**config.mk**
```make
export PLATFORM = sky130hd
export DESIGN_NAME = packet_stream_reader
export DESIGN_NICKNAME = d
export VERILOG_FILES = /design/src/rtl/pkt_pkg.sv /design/src/rtl/pkt_skid_buf.sv /design/src/rtl/packet_stream_reader.sv
export SDC_FILE = /design/constraint.sdc
export NUM_CORES = 1
export LEC_CHECK = 0
export BUFFER_PORTS_ARGS = -buffer_cell sky130_fd_sc_hd__buf_2
export CORE_ASPECT_RATIO = 1.2
export CORE_MARGIN = 3
export CORE_UTILIZATION = 34
export CTS_BUF_LIST = sky130_fd_sc_hd__clkbuf_8
export DETAILED_ROUTE_END_ITERATION = 6
export GPL_TIMING_DRIVEN = 1
export PLACE_DENSITY = 0.54
export SYNTH_ARGS = -nofsm -noshare
export SYNTH_HDL_FRONTEND = slang
export SYNTH_SLANG_ARGS = --single-unit
```
**constraint.sdc**
```tcl
create_clock -name i_clk -period 3.26 [get_ports i_clk]
set_input_delay 0.163 -clock i_clk [delete_from_list [all_inputs] [get_ports i_clk]]
set_output_delay 0.163 -clock i_clk [all_outputs]
set_load 0.005 [all_outputs]
```
**src/rtl/pkt_pkg.sv**
```systemverilog
// pkt_pkg: shared defaults and FSM state encoding for packet_stream_reader.
//   PKT_ADDR_W / PKT_DATA_W / PKT_LEN_W : default widths (1024-entry byte buffer,
//                                         packet length 0..1024)
//   pkt_state_t                          : controller state encoding
package pkt_pkg;
  localparam int PKT_ADDR_W = 10;
  localparam int PKT_DATA_W = 8;
  localparam int PKT_LEN_W  = 11;

  typedef enum logic [2:0] {
    ST_IDLE  = 3'd0,
    ST_READ  = 3'd1,
    ST_CHK_H = 3'd2,
    ST_CHK_L = 3'd3,
    ST_DONE  = 3'd4
  } pkt_state_t;
endpackage

```
**src/rtl/pkt_skid_buf.sv**
```systemverilog
// pkt_skid_buf: 2-entry fall-through skid buffer between the buffer read port
// and the output stream. When empty, an incoming byte is presented directly so
// the first byte appears the same cycle its read data returns; otherwise bytes
// queue and are presented from the head entry, held stable until accepted.
//   i_clk, i_rst           : clock, async active-high reset
//   i_in_valid/data/last   : byte entering the stream (caller guarantees room)
//   o_out_valid/data/last  : stream head
//   i_out_ready            : downstream accepts head
//   o_count                : stored entries (0..2), excludes the bypass byte
module pkt_skid_buf
  import pkt_pkg::*;
#(
  parameter int DATA_W = PKT_DATA_W
) (
  input  logic              i_clk,
  input  logic              i_rst,
  input  logic              i_in_valid,
  input  logic [DATA_W-1:0] i_in_data,
  input  logic              i_in_last,
  output logic              o_out_valid,
  output logic [DATA_W-1:0] o_out_data,
  output logic              o_out_last,
  input  logic              i_out_ready,
  output logic [1:0]        o_count
);
  // entries are {last, data}
  logic [DATA_W:0] r_e0, r_e1;
  logic [1:0]      r_count;
  logic [DATA_W:0] w_in, w_out;

  assign w_in  = {i_in_last, i_in_data};
  // head is the incoming byte only when nothing is stored ahead of it
  assign w_out = ((r_count != 2'd0) || !i_in_valid) ? r_e0 : w_in;

  assign o_out_valid = (r_count != 2'd0) || i_in_valid;
  assign o_out_data  = w_out[DATA_W-1:0];
  assign o_out_last  = w_out[DATA_W];
  assign o_count     = r_count;

  always_ff @(posedge i_clk or posedge i_rst) begin
    if (i_rst) begin
      r_e0    <= '0;
      r_e1    <= '0;
      r_count <= 2'd0;
    end else begin
      case (r_count)
        2'd0: begin
          if (i_in_valid && !i_out_ready) begin
            r_e0    <= w_in;
            r_count <= 2'd1;
          end
        end
        2'd1: begin
          if (i_out_ready) begin
            if (i_in_valid) r_e0 <= w_in;
            else            r_count <= 2'd0;
          end else if (i_in_valid) begin
            r_e1    <= w_in;
            r_count <= 2'd2;
          end
        end
        default: begin
          if (i_out_ready) begin
            r_e0 <= r_e1;
            if (i_in_valid) r_e1 <= w_in;
            else            r_count <= 2'd1;
          end
        end
      endcase
    end
  end
endmodule

```
**src/rtl/packet_stream_reader.sv**
```systemverilog
// packet_stream_reader: streams a packet of i_len bytes starting at
// i_base_addr out of a synchronous packet buffer onto a valid/ready stream.
// Optional macro PKT_CHKSUM_EN appends a 16-bit byte sum (high, then low).
//   i_clk, i_rst                : clock, async active-high reset
//   i_start, i_base_addr, i_len : packet request (accepted only when idle)
//   o_rd_addr, o_rd_en, i_rd_data : buffer read port, 1-cycle read latency
//   o_tx_data/valid/last, i_tx_ready : output byte stream
//   o_busy, o_done              : status; o_done pulses after the final byte
module packet_stream_reader
  import pkt_pkg::*;
#(
  parameter int ADDR_W = PKT_ADDR_W,
  parameter int DATA_W = PKT_DATA_W,
  parameter int LEN_W  = PKT_LEN_W
) (
  input  logic              i_clk,
  input  logic              i_rst,
  input  logic              i_start,
  input  logic [ADDR_W-1:0] i_base_addr,
  input  logic [LEN_W-1:0]  i_len,
  output logic [ADDR_W-1:0] o_rd_addr,
  output logic              o_rd_en,
  input  logic [DATA_W-1:0] i_rd_data,
  output logic [DATA_W-1:0] o_tx_data,
  output logic              o_tx_valid,
  input  logic              i_tx_ready,
  output logic              o_tx_last,
  output logic              o_busy,
  output logic              o_done
);
  localparam logic [LEN_W-1:0] MAX_LEN = LEN_W'(2**ADDR_W);

  pkt_state_t        r_state;
  logic [ADDR_W-1:0] r_rd_addr;
  logic [LEN_W-1:0]  r_rd_left;
  logic              r_pend;   // read data is on i_rd_data this cycle
  logic              r_busy, r_done;

  logic              w_in_valid, w_in_last;
  logic [DATA_W-1:0] w_in_data;
  logic              w_out_valid, w_out_last;
  logic [DATA_W-1:0] w_out_data;
  logic [1:0]        w_count;
  logic              w_pop, w_room, w_issue, w_reads_done;
  logic [2:0]        w_occ;
  logic [LEN_W-1:0]  w_len_sat;

  assign w_pop = w_out_valid && i_tx_ready;

  // Stored bytes plus the read returning now must leave a slot for a new read.
  // A pop this cycle frees one, which is what lets 2 entries cover the 2-cycle
  // read loop at 1 byte/cycle; hence o_rd_en is combinational.
  assign w_occ        = 3'(w_count) + 3'(r_pend);
  assign w_room       = w_occ < (3'd2 + 3'(w_pop));
  assign w_issue      = (r_state == ST_READ) && (r_rd_left != '0) && w_room;
  assign w_reads_done = (r_rd_left == '0) && !r_pend;
  assign w_len_sat    = (i_len > MAX_LEN) ? MAX_LEN : i_len;

`ifdef PKT_CHKSUM_EN
  logic [15:0] r_sum;
  logic        r_chk_sent;
  logic        w_chk_push;

  // checksum bytes never coincide with returning read data: CHK states are
  // entered only once all reads have landed
  assign w_chk_push = ((r_state == ST_CHK_H) || ((r_state == ST_CHK_L) && !r_chk_sent))
                      && (w_count != 2'd2);
  assign w_in_valid = r_pend || w_chk_push;
  assign w_in_data  = r_pend ? i_rd_data :
                      (r_state == ST_CHK_H) ? DATA_W'(r_sum[15:8]) : DATA_W'(r_sum[7:0]);
  assign w_in_last  = !r_pend && (r_state == ST_CHK_L);
`else
  logic r_pend_last;
  assign w_in_valid = r_pend;
  assign w_in_data  = i_rd_data;
  assign w_in_last  = r_pend_last;
`endif

  pkt_skid_buf #(.DATA_W(DATA_W)) u_skid (
    .i_clk       (i_clk),
    .i_rst       (i_rst),
    .i_in_valid  (w_in_valid),
    .i_in_data   (w_in_data),
    .i_in_last   (w_in_last),
    .o_out_valid (w_out_valid),
    .o_out_data  (w_out_data),
    .o_out_last  (w_out_last),
    .i_out_ready (i_tx_ready),
    .o_count     (w_count)
  );

  always_ff @(posedge i_clk or posedge i_rst) begin
    if (i_rst) begin
      r_state   <= ST_IDLE;
      r_rd_addr <= '0;
      r_rd_left <= '0;
      r_pend    <= 1'b0;
      r_busy    <= 1'b0;
      r_done    <= 1'b0;
`ifdef PKT_CHKSUM_EN
      r_sum      <= '0;
      r_chk_sent <= 1'b0;
`else
      r_pend_last <= 1'b0;
`endif
    end else begin
      r_done <= 1'b0;
      r_pend <= w_issue;
      if (w_issue) begin
        r_rd_addr <= r_rd_addr + ADDR_W'(1);
        r_rd_left <= r_rd_left - LEN_W'(1);
      end
`ifdef PKT_CHKSUM_EN
      if (r_pend) r_sum <= r_sum + 16'(i_rd_data);
`else
      r_pend_last <= w_issue && (r_rd_left == LEN_W'(1));
`endif
      case (r_state)
        ST_IDLE: begin
          if (i_start) begin
            r_state   <= ST_READ;
            r_rd_addr <= i_base_addr;
            r_rd_left <= w_len_sat;
            r_busy    <= 1'b1;
`ifdef PKT_CHKSUM_EN
            r_sum      <= '0;
            r_chk_sent <= 1'b0;
`endif
          end
        end
        ST_READ: begin
`ifdef PKT_CHKSUM_EN
          // the byte returning now is summed on this edge
          if (r_rd_left == '0) r_state <= ST_CHK_H;
`else
          // second term only fires for an empty packet
          if ((w_pop && w_out_last) || (w_reads_done && (w_count == 2'd0))) begin
            r_state <= ST_DONE;
            r_done  <= 1'b1;
            r_busy  <= 1'b0;
          end
`endif
        end
`ifdef PKT_CHKSUM_EN
        ST_CHK_H: begin
          if (w_chk_push) r_state <= ST_CHK_L;
        end
        ST_CHK_L: begin
          if (w_chk_push) r_chk_sent <= 1'b1;
          if (w_pop && w_out_last) begin
            r_state <= ST_DONE;
            r_done  <= 1'b1;
            r_busy  <= 1'b0;
          end
        end
`endif
        ST_DONE: r_state <= ST_IDLE;
        default: r_state <= ST_IDLE;
      endcase
    end
  end

  assign o_rd_addr  = r_rd_addr;
  assign o_rd_en    = w_issue;
  assign o_tx_data  = w_out_data;
  assign o_tx_valid = w_out_valid;
  assign o_tx_last  = w_out_last;
  assign o_busy     = r_busy;
  assign o_done     = r_done;
endmodule
```
# --- After elaboration in Yosys (flattened, before gate mapping) ---
# Index checks and enable logic that the tools add are counted.
totals:
  regBits: 48
  inputBits: 33
  out_inout_bits: 23
  wordCells: 88
op_classes:
  n_reduce_logical: 27
  n_eq_ne: 12
  bitwise: 1
  n_lt_le_gt_ge: 2
  n_mux: 32
  n_addsub: 4
op_table:
  columns: ["operator", "count"]
  rows:
  - ["two-way mux 9 bit", 8]
  - ["two-way mux 11 bit", 4]
  - ["case mux 9 bit (2 select lines)", 2]
  - ["two-way mux 10 bit", 3]
  - ["two-way mux 2 bit", 6]
  - ["== test 11 x 1 -> 1 bit (second input constant)", 1]
  - ["greater-than comparator 11 bit (second input constant)", 1]
  - ["logical NOT 11 bit", 1]
  - ["nonzero test 11 bit", 1]
  - ["subtractor 11 x 1 -> 11 bit (second input constant)", 1]
  - ["adder 10 x 1 -> 10 bit (second input constant)", 1]
  - ["logical AND 1 bit", 8]
  - ["inequality test 2 bit (second input constant)", 4]
  - ["nonzero test 2 bit", 4]
  - ["two-way mux 3 bit", 2]
  - ["inequality test 3 bit (second input constant)", 2]
  - ["case mux 3 bit (2 select lines)", 1]
  - ["AND reduction 3 bit", 2]
  - ["AND reduction 5 bit", 1]
  - ["two-way mux 1 bit", 4]
  - ["inequality test 2 x 1 -> 1 bit (second input constant)", 2]
  - ["case mux 2 bit (2 select lines)", 1]
  - ["AND reduction 4 bit", 1]
  - ["adder 2 x 1 -> 3 bit", 1]
  - ["13 further kinds", 16]

# --- Depth between registers and ports, before layout ---
# Gate-level depths: netlist of the first run.
logic_depth:
  word_depth: 9
  ltp_mapped: 8

# --- Modules after synthesis ---
# Synthesis of the first run repeated with hierarchy kept, for this count alone.
unflattened:
  cells_unflattened: 242
  hier_area_um2: 2610.0
modules_own_cells:
  columns: ["module", "cells_each", "n_inst", "area_each_um2"]
  rows:
  - ["packet_stream_reader", 164, 1, 1519.0]
  - ["pkt_skid_buf", 78, 1, 1091.0]

# --- Worst setup path before layout of the first run ---
# No wires, ideal clock.
synth_path:
  path_kind: "register -> register"
  startpoint: "register r_pend"
  endpoint: "register r_rd_left[8]"
  required_ps: 3134
  setup_ps: 126
  t_arrival_ps: 2292
  path_slack_ps: 842
  path_stages_with_launch: 8
  path_cell_list: "dfrtp_1 > ha_1 > ha_1 > nor4b_1 > a2111oi_4 > nand3_2 > o311a_1 > a311o_1"
synth_between:
  elab_chain_len: 8
  word_cells_on_any_way: 9
  cone_classes: "2 x add/sub; 1 x order compare; 3 x mux; 3 x reduce/logical"
synth_rtl:
  columns: ["element", "line_no", "rtl"]
  rows:
  - ["start, declared", "packet_stream_reader.sv:36", "logic r_pend;"]
  - ["start signal, assigned", "packet_stream_reader.sv:108", "r_pend <= w_issue;"]
  - ["logical OR 1 bit", "pkt_skid_buf.sv:35", "assign o_out_valid = (r_count != 2'd0) || i_in_valid;"]
  - ["logical AND 1 bit", "packet_stream_reader.sv:48", "assign w_pop = w_out_valid && i_tx_ready;"]
  - ["adder 2 x 1 -> 3 bit", "packet_stream_reader.sv:54", "assign w_room = w_occ < (3'd2 + 3'(w_pop));"]
  - ["less-than comparator 3 bit (*)", "packet_stream_reader.sv:54", null]
  - ["logical AND 1 bit (*)", "packet_stream_reader.sv:55", "assign w_issue = (r_state == ST_READ) && (r_rd_left != '0) && w_room;"]
  - ["two-way mux 11 bit (*)", "packet_stream_reader.sv:109", "if (w_issue) begin"]
  - ["two-way mux 11 bit", "packet_stream_reader.sv:120", "if (i_start) begin"]
  - ["two-way mux 11 bit (*)", "packet_stream_reader.sv:118", "case (r_state)"]
  - ["end signal, assigned", "packet_stream_reader.sv:111", "r_rd_left <= r_rd_left - LEN_W'(1);"]
  - ["end signal, assigned", "packet_stream_reader.sv:123", "r_rd_left <= w_len_sat;"]
  - ["end, declared", "packet_stream_reader.sv:35", "logic [LEN_W-1:0] r_rd_left;"]
# Every way passes the cells marked *; elsewhere a longest branch is shown, timed or not.
# A chain may end at the register's enable or synchronous reset.

# --- Worst setup path after layout of the first run ---
layout_path:
  startpoint: "register u_skid.r_count[0], in the netlist u_skid.o_count[0]"
  endpoint: "output port o_rd_en"
layout_between:
  elab_chain_len: 6
  word_cells_on_any_way: 7
  cone_classes: "2 x add/sub; 1 x order compare; 4 x reduce/logical"
layout_rtl:
  columns: ["element", "line_no", "rtl"]
  rows:
  - ["start, declared", "pkt_skid_buf.sv:28", "logic [1:0] r_count;"]
  - ["start signal, assigned", "pkt_skid_buf.sv:44", "r_count <= 2'd0;"]
  - ["start signal, assigned", "pkt_skid_buf.sv:50", "r_count <= 2'd1;"]
  - ["start signal, assigned", "pkt_skid_buf.sv:56", "else r_count <= 2'd0;"]
  - ["nonzero test 2 bit", "pkt_skid_buf.sv:35", null]
  - ["logical OR 1 bit", "pkt_skid_buf.sv:35", null]
  - ["logical AND 1 bit", "packet_stream_reader.sv:48", null]
  - ["adder 2 x 1 -> 3 bit", "packet_stream_reader.sv:54", null]
  - ["less-than comparator 3 bit (*)", "packet_stream_reader.sv:54", null]
  - ["logical AND 1 bit (*)", "packet_stream_reader.sv:55", null]
  - ["end, declared", "packet_stream_reader.sv:22", "output logic o_rd_en,"]
# Marked as above.

==> run_results.csv, run 1 <==
group,metric,value,unit
timing,worstMarginPinSlew,0.985,ns
grt,track_usage,0.137,
clock_network,numCtsBuffers,5,
power_and_ir_drop,total_power,2.89,mW
grt,grt_pass1_wl,9.49,mm
route,post_drt_via_cell_ratio,5.11,
layout,final_util,0.416,
route,vias,2074,
clock_network,post_cts_resized,0,
clock_network,cts_root_buf,"clkbuf_8",
floorplanning,core-area,7270,um2
placement,place.gp.congestion,0.786,
power_and_ir_drop,leakagePower,1.36,nW
route,ant_nets,0,
clock_network,cts_hold_buffers,0,
yosys,ys_seq_elements,47,
timing,rsz0062_at_grt,"false",
layout,drive_gt1_frac,0.297,
worst_setup_path,r2r_slack,0.65,ns
placement,dp_hpwl,4.00,mm
timing,setup-violations-final,0,
timing,fmax,367,MHz
yosys,synthDistinctLibCells,47,
grt,overflow,0,
layout,instances_no_fill,406,
yosys,synth_flop_cell,"dfrtp_1",
route,drtIter0Drc,119,
floorplanning,rows,34,
timing,fin_tns_setup,0,ns
timing,final_hold_viol_count,0,
worst_setup_path,worst-path-max-fanout,16,
yosys,synth_top_area_cell,"dfrtp_1",
grt,grt_pass1_vias,2043,
layout,fillers,747,
worst_hold_path,min_path_type,"in -> reg",
clock_network,clock_path_buffers,2,
worst_setup_path,critPathArrivalTime,2.56,ns
run_status,status,"completed",
yosys,synth.avg_cell_area,9.94,um2
timing,report.final.slew_viol_count,0,
grt,antenna_found_initial,0,
route,routedWlPerCell,13.7,um
floorplanning,dieArea,8620,um2
clock_network,clock_latency,0.30,ns
route,finalWirelength,5.58,mm
worst_setup_path,endpoint_kind,"output port",
power_and_ir_drop,peakVddDrop,0.515,mV
yosys,synth_edf_count,0,
timing,period_share,0.836,
clock_network,cts_tree,"built",
yosys,yosysWarnings,0,
placement,io_buffers,55,
yosys,synth_async_sr_flop_share,1.00,
yosys,netlist_instances,258,
clock_network,cts_setup_buffers,0,
clock_network,htree_levels,2,
placement,dp.cells,398,
clock_network,clock_sinks,47,
timing,post-route-min-period,2.73,ns
worst_setup_path,startpoint_type,"flop",
worst_setup_path,critPathRequiredTime,3.10,ns
layout,nNetsFinal,354,
yosys,ys_seq_area_frac,0.459,
timing,clock_skew,0.00460,ns
grt,grt_max_degree,48,
clock_network,clkTransAtPathRegs,0.08,ns
route,post-route-drc-count,0,
route,first_pass_iters,4,
layout,antennaDiodeCount,0,
floorplanning,die_height,101,um
floorplanning,ios,56,
run,maxCapViolations,0,
power_and_ir_drop,power_density,955,nW/um2
timing,maxSlewHeadroom,0.342,
yosys,ys_top_cells_by_area,"dfrtp_1 (46%), mux2_2 (7.9%), nand2_1 (5.0%)",
worst_setup_path,critical_path_class,"reg -> out",
layout,area_growth,18.1,%
yosys,yosysTopAreaCellShare,0.459,
yosys,syn_area,2560,um2
floorplanning,initial_utilization,0.352,
floorplanning,dieWidth,85.3,um
yosys,syn_nets,297,
==> flip-flops by register name, indices dropped and copies added (netlist names) <==
register / flops
r_rd_left: 11
o_done: 1
u_skid.o_count: 2
r_state: 2
r_pend_last: 1
o_busy: 1
r_pend: 1
u_skid.r_e1: 9
o_rd_addr: 10
u_skid.r_e0: 9
==> cell families (layout without fill, tap and decap cells) <==
logic type               count (synthesis)  in the layout  share of synthesized area
multiplexers                            27             27                      0.114
XOR/XNOR                                11             11                     0.0376
flip-flops                              47             47                      0.459
AND/OR/NAND/NOR                         99             99                      0.199
buffers and inverters                   17             75                     0.0273
adder cells (fa/ha/maj)                  6              6                     0.0293
AO/OA/AOI/OAI                           51             51                      0.134
==> area by class of cell <==
| cell class | instances | area, um2 | share of cell area |
|---|---|---|---|
| sequential | 47 | 1180 | 0.389 |
| timing repair buffer | 60 | 313 | 0.103 |
| multi-input combinational | 194 | 1320 | 0.435 |
| inverter | 7 | 26.3 | 0.00868 |
| clock inverter | 3 | 12.5 | 0.00413 |
| tap | 90 | 113 | 0.0372 |
| clock buffer | 5 | 68.8 | 0.0227 |
==> per-layer routing <==
layer,up-vias,part of all wire,GRT usage,wire length (um)
met5,-,0,0,0
met4,0,0.011,0.0402,60
met3,7,0.048,0.0311,269
met2,47,0.50,0.242,2800
met1,974,0.44,0.167,2450
li1,1046,-,-,-
==> path summary, 6_finish.rpt <==
check / startpoint / to / cells after the start
max: u_skid.o_count[0] / o_rd_en / 8
min: i_base_addr[4] / o_rd_addr[4] / 3
max reg2reg: u_skid.o_count[0] / r_rd_left[8] / 8
min reg2reg: u_skid.r_e0[6] / u_skid.r_e0[6] / 2
max in group asynchronous: i_rst / u_skid.o_count[1] / 2
min in group asynchronous: i_rst / u_skid.r_e0[3] / 2
==> power breakdown <==
part / internal [mW] / total [mW] / switching [mW]
sequential: 0.849 / 1.08 / 0.232
clock: 0.145 / 0.336 / 0.191
combinational: 0.695 / 1.47 / 0.779
==> cell usage after synthesis, drive strengths merged, types with 2 or more instances <==
cell / n
a21boi: 2
a21oi: 9
a311o: 2
a32oi: 2
and3: 3
buf: 4
clkbuf: 6
dfrtp: 47
ha: 6
inv: 7
mux2: 18
mux2i: 9
nand2: 34
nand2b: 4
nand3: 22
nand4: 4
nor2: 12
nor2b: 2
nor3: 2
nor3b: 2
nor4: 4
o211ai: 4
o21ai: 23
o311ai: 2
or3: 2
or4: 2
xnor2: 2
xor2: 9
==> metrics by stage <==
stage	worst slack, ns	hold WS (ns)	cell area [um2]
floorplan	0.842	0.279	2560
global placement	0.725	0.362	2950
detailed placement	0.672	0.370	2950
CTS	0.522	0.0539	3030
global route	0.405	0.0652	3030
finish	0.535	0.0630	3030
==> worst max-delay path: stages (launching register included) <==
cell and delay [ns]:
dfrtp_1 0.48, ha_1 0.23, ha_1 0.31, nor4b_1 0.18, a2111oi_4 0.32, buf_4 0.27
nand2_1 0.17, inv_2 0.17, buf_2 0.13
==> cells in the final DEF, fill, tap and decap left out, types with 2 or more instances in the layout <==
cell type / instances
a32oi_1: 2
nor2b_1: 2
nor4_1: 3
nand2_1: 34
a21oi_1: 9
nand2b_1: 4
mux2_2: 18
and3_1: 3
nor2_1: 12
o311ai_0: 2
buf_4: 5
mux2i_1: 9
nor3b_1: 2
ha_1: 6
inv_1: 7
xnor2_1: 2
dfrtp_1: 47
or4_1: 2
or3_1: 2
o21ai_0: 23
a311o_1: 2
xor2_1: 9
buf_2: 55
nor3_1: 2
o211ai_1: 4
clkbuf_8: 5
nand3_2: 3
nand4_1: 4
nand3_1: 19
inv_2: 2
No activity file was read; power rests on OpenSTA's default activity.
==> run 2: changes to the inputs <==
- clock period: 3.26 -> 2.6 ns (I/O delays scaled with it)
==> run 2 against run 1 <==
Against the previous run: sequential power rose by 24%; combinational power up 47%; register-to-register slack got worse by 0.46 ns; wire length is 5.1% higher; worst setup slack lost 0.35 ns; final cell count is 3.0% higher; highest routed layer unchanged.
==> run_results.csv, run 2 (synthesized netlist as in run 1, its figures left out) <==
group,metric,value,unit
run_status,status,"completed",
timing,fin_tns_setup,0,ns
layout,area_growth,25.2,%
route,first_pass_iters,4,
floorplanning,core-area,7270,um2
clock_network,cts_root_buf,"clkbuf_8",
layout,drive_gt1_frac,0.332,
power_and_ir_drop,total_power,4.14,mW
worst_hold_path,min_path_type,"in -> reg",
layout,antennaDiodeCount,0,
clock_network,clock_path_buffers,2,
route,vias,2118,
worst_setup_path,critPathRequiredTime,2.83,ns
grt,track_usage,0.142,
grt,antenna_found_initial,0,
timing,period_share,0.928,
layout,top_register,"r_rd_left",
clock_network,cts_tree,"built",
route,post-route-drc-count,0,
floorplanning,rows,34,
clock_network,htree_levels,2,
power_and_ir_drop,internal_power,2.55,mW
clock_network,clock_sinks,47,
power_and_ir_drop,peakVddDrop,0.880,mV
power_and_ir_drop,netSwitchingFraction,0.384,
layout,nNetsFinal,366,
grt,grt_pass1_vias,2096,
floorplanning,die_height,101,um
placement,place.gp.congestion,0.742,
timing,rsz0062_at_grt,"false",
timing,post-route-min-period,2.41,ns
clock_network,clock_latency,0.30,ns
timing,clock_skew,0.00613,ns
route,routedWlPerCell,14.0,um
grt,overflow,0,
power_and_ir_drop,switchingPower,1.59,mW
timing,maxSlewHeadroom,0.576,
timing,report.final.slew_viol_count,0,
worst_setup_path,startpoint_type,"flop",
placement,io_buffers,55,
placement,dp.cells,405,
timing,setup-violations-final,0,
placement,dp_hpwl,4.24,mm
layout,layout_commonest_cell,"buf_2",
worst_setup_path,critical_path_class,"reg -> reg",
timing,fmax,415,MHz
floorplanning,dieWidth,85.3,um
floorplanning,dieArea,8620,um2
run,maxCapViolations,0,
route,ant_nets,0,
grt,grt_pass1_wl,9.94,mm
clock_network,numCtsBuffers,5,
route,finalWirelength,5.86,mm
power_and_ir_drop,share_comb_of_total_power,0.521,
worst_setup_path,endpoint_kind,"flop",
layout,final_cell_mix,"buf_2 (55), dfrtp_1 (47), nand2_1 (34), o21ai_0 (23), nand3_1 (19)",
layout,instances_no_fill,418,
route,post_drt_via_cell_ratio,5.07,
grt,grt_max_degree,29,
floorplanning,ios,56,
route,drtIter0Drc,86,
layout,largest_reg_flops,11,
placement,placed_cell_area,3000,um2
clock_network,clkTransAtPathRegs,0.09,ns
power_and_ir_drop,power_density,1290,nW/um2
power_and_ir_drop,leakagePower,1.43,nW
power_and_ir_drop,clkPwrFrac,0.155,
floorplanning,initial_utilization,0.352,
layout,fin_area,3210,um2
timing,final_hold_viol_count,0,
layout,final_util,0.441,
worst_setup_path,critPathArrivalTime,2.65,ns
worst_setup_path,worst-path-max-fanout,9,
power_and_ir_drop,p_seq_frac,0.324,
timing,worstMarginPinSlew,0.635,ns
==> run 2: cell count changes in the layout (fill, tap and decap cells not counted), sizes merged <==
cell	change
dlygate4sd3	+1
inv	-2
buf	+11
clkinv	-1
bufinv	+2
clkinvlp	+1
==> run 2: power groups by stage <==
stage / logic [mW] / clock network [mW] / registers, mW
2_1_floorplan: 1.37 / 0 / 1.30
3_3_place_gp: 1.90 / 0 / 1.34
3_5_place_dp: 1.92 / 0 / 1.35
4_1_cts: 1.94 / 0.663 / 1.34
5_1_grt: 2.41 / 0.687 / 1.40
6_report: 2.16 / 0.641 / 1.34
==> run 2: per-stage QoR <==
| stage | setup slack [ns] | hold WS, ns |
|---|---|---|
| after global placement | 0.185 | 0.261 |
| after CTS | 0.00334 | 0.0233 |
| after detailed placement | 0.136 | 0.252 |
| after floorplan | 0.182 | 0.246 |
| after global routing | 0.0707 | 0.0323 |
| final | 0.188 | 0.0328 |
==> run 2: cell type report <==
type / count / area (um2)
timing repair buffer: 72 / 422
sequential: 47 / 1180
fill: 719 / 4070
tap: 90 / 113
inverter: 7 / 26.3
multi-input combinational: 194 / 1340
clock buffer: 5 / 68.8
clock inverter: 3 / 67.6
==> run 2: timing repair <==
item                                   CTS  global route
gates resized for setup                  0             3
buffers inserted                         0             4
setup endpoints to repair                0             3
hold buffers                             1             0
endpoints found under the hold margin   26             0
==> run 2: worst paths after layout <==
path / from / end / slack (ns) / cells past startpoint
worst min register to register: u_skid.r_e0[4] / u_skid.r_e0[4] / 0.48 / 2
min in group asynchronous: i_rst / r_rd_left[7] / 0.46 / 3
worst max-delay path: r_pend / o_rd_addr[9] / 0.19 / 9
worst min-delay path: i_base_addr[0] / o_rd_addr[0] / 0.03 / 3
max in group asynchronous: i_rst / r_pend / 1.54 / 4
worst max register to register: r_pend / o_rd_addr[9] / 0.19 / 9
==> run 2: critical path: stages, from the launching register on <==
cell	delay [ns]
dfrtp_1	0.41
ha_1	0.24
ha_4	0.23
nor4b_2	0.17
a2111oi_4	0.33
buf_6	0.19
buf_12	0.12
nand3_2	0.10
or4_1	0.47
nand3_1	0.09
==> run 2: layer usage <==
metal / global-route usage / share of wire
met1: 0.180 / 0.43
met2: 0.242 / 0.52
met3: 0.0303 / 0.040
met4: 0.0438 / 0.010
met5: 0 / 0
==> run 3: changes to the inputs <==
- CTS_BUF_LIST: sky130_fd_sc_hd__clkbuf_8 -> default
- REMOVE_ABC_BUFFERS: default -> 1
==> run 3 against run 2 <==
Against the previous run: global-route usage is 0.32 points higher; first-iteration DRC count up 26%; design area is 2.8% lower; die area unchanged; critical endpoint is now o_rd_en.
==> run_results.csv, run 3 (synthesized netlist as in run 1, its figures left out) <==
group,metric,value,unit
layout,drive_gt1_frac,0.324,
route,ant_nets,0,
worst_setup_path,critPathRequiredTime,2.47,ns
placement,pre_cts_ws,0.0753,ns
clock_network,cts_tree,"built",
floorplanning,ios,56,
layout,area_growth,21.7,%
worst_setup_path,critical_path_class,"reg -> out",
clock_network,clkTransAtPathRegs,0.10,ns
timing,period_share,0.939,
timing,post-route-min-period,2.44,ns
power_and_ir_drop,leakagePower,1.40,nW
worst_setup_path,worst-path-max-fanout,6,
clock_network,htree_levels,2,
timing,maxSlewHeadroom,0.637,
grt,overflow,0,
layout,largest_reg_flops,11,
floorplanning,dieArea,8620,um2
layout,seqCellArea,1180,um2
timing,final_hold_viol_count,0,
power_and_ir_drop,peakVddDrop,0.450,mV
placement,io_buffers,55,
grt,antenna_found_initial,0,
layout,nNetsFinal,365,
layout,antennaDiodeCount,0,
floorplanning,initial_utilization,0.352,
route,vias,2153,
placement,dp.cells,406,
clock_network,clock_sinks,47,
clock_network,clock_latency,0.31,ns
timing,fmax,410,MHz
clock_network,clock_path_buffers,2,
timing,report.final.slew_viol_count,0,
timing,fin_tns_setup,0,ns
worst_setup_path,critPathArrivalTime,2.31,ns
power_and_ir_drop,power_density,1220,nW/um2
worst_setup_path,endpoint_kind,"output port",
timing,worstMarginPinSlew,0.543,ns
route,first_pass_iters,5,
layout,fillers,754,
run,maxCapViolations,0,
floorplanning,core-area,7270,um2
grt,grt_pass1_wl,9.86,mm
grt,grt_pass1_vias,2075,
worst_hold_path,min_path_type,"in -> reg",
timing,setup_slack,0.158,ns
route,drtIter0Drc,108,
grt,track_usage,0.145,
route,finalWirelength,5.84,mm
placement,dp_hpwl,4.32,mm
grt,grt_max_degree,26,
layout,instances_no_fill,417,
clock_network,cts_root_buf,"clkbuf_8",
placement,place.gp.congestion,0.753,
route,post_drt_via_cell_ratio,5.16,
worst_setup_path,startpoint_type,"flop",
layout,layout_commonest_cell,"buf_2",
route,post-route-drc-count,0,
timing,setup-violations-final,0,
timing,clock_skew,0.00547,ns
route,routedWlPerCell,14.0,um
run_status,status,"completed",
floorplanning,dieWidth,85.3,um
floorplanning,die_height,101,um
layout,final_cell_mix,"buf_2 (55), dfrtp_1 (47), nand2_1 (34), o21ai_0 (23), nand3_1 (19)",
timing,rsz0062_at_grt,"false",
layout,multi_input_area,1320,um2
clock_network,numCtsBuffers,5,
floorplanning,rows,34,
layout,top_register,"r_rd_left",
-- run 3: cell type report --
class,instances,area share
Clock buffer,5,0.0221
Clock inverter,3,0.00642
Inverter,7,0.00842
Multi-Input combinational cell,194,0.422
Sequential cell,47,0.377
Tap cell,90,0.0361
Timing Repair Buffer,71,0.128
-- run 3: worst max-delay path, stage by stage, from the launching register on --
cell and delay (ns):
dfrtp_1 0.40, ha_1 0.18, ha_1 0.31, nor4b_1 0.18, a2111oi_4 0.40, nand2_1 0.21
inv_2 0.17, buf_2 0.14
-- run 3: final timing paths --
| path | start | to | slack, ns | depth (start not counted) |
|---|---|---|---|---|
| worst max register to register | u_skid.o_count[0] | o_rd_addr[9] | 0.16 | 8 |
| min in group asynchronous | i_rst | u_skid.r_e0[0] | 0.40 | 3 |
| worst min register to register | u_skid.r_e0[7] | u_skid.r_e0[7] | 0.48 | 2 |
| max in group asynchronous | i_rst | r_rd_left[4] | 1.49 | 4 |
| worst min-delay path | i_base_addr[2] | o_rd_addr[2] | 0.02 | 3 |
| worst max-delay path | u_skid.o_count[0] | o_rd_en | 0.16 | 7 |
-- run 3: routing by layer --
| metal | vias to the layer above | share of wire | track usage |
|---|---|---|---|
| li1 | 1071 | - | - |
| met1 | 1010 | 0.45 | 0.189 |
| met2 | 61 | 0.48 | 0.233 |
| met3 | 11 | 0.055 | 0.0335 |
| met4 | 0 | 0.021 | 0.0572 |
| met5 | - | 0 | 0 |
-- run 3: metrics by stage --
step           power [mW]  area (um2)  hold slack, ns   util
2_1_floorplan        2.60        2520           0.246      -
3_3_place_gp         3.28        3010           0.205  0.413
3_5_place_dp         3.31        3010           0.206  0.413
4_1_cts              3.86        3120          0.0153  0.429
5_1_grt              4.17        3120          0.0237  0.429
6_report             3.80        3120          0.0205  0.429
-- run 3: power breakdown --
part,internal (mW),switching (mW),total (mW)
Combinational,0.985,1.02,2.01
Sequential,1.06,0.267,1.33
Clock,0.188,0.276,0.463
Total,2.24,1.57,3.80
-- run 3: timing repair --
action	in CTS	in global routing
gates resized for setup	0	0
endpoints found under the hold margin	24	0
hold buffers	1	0
setup buffers	2	0
endpoints found under the setup margin	1	0
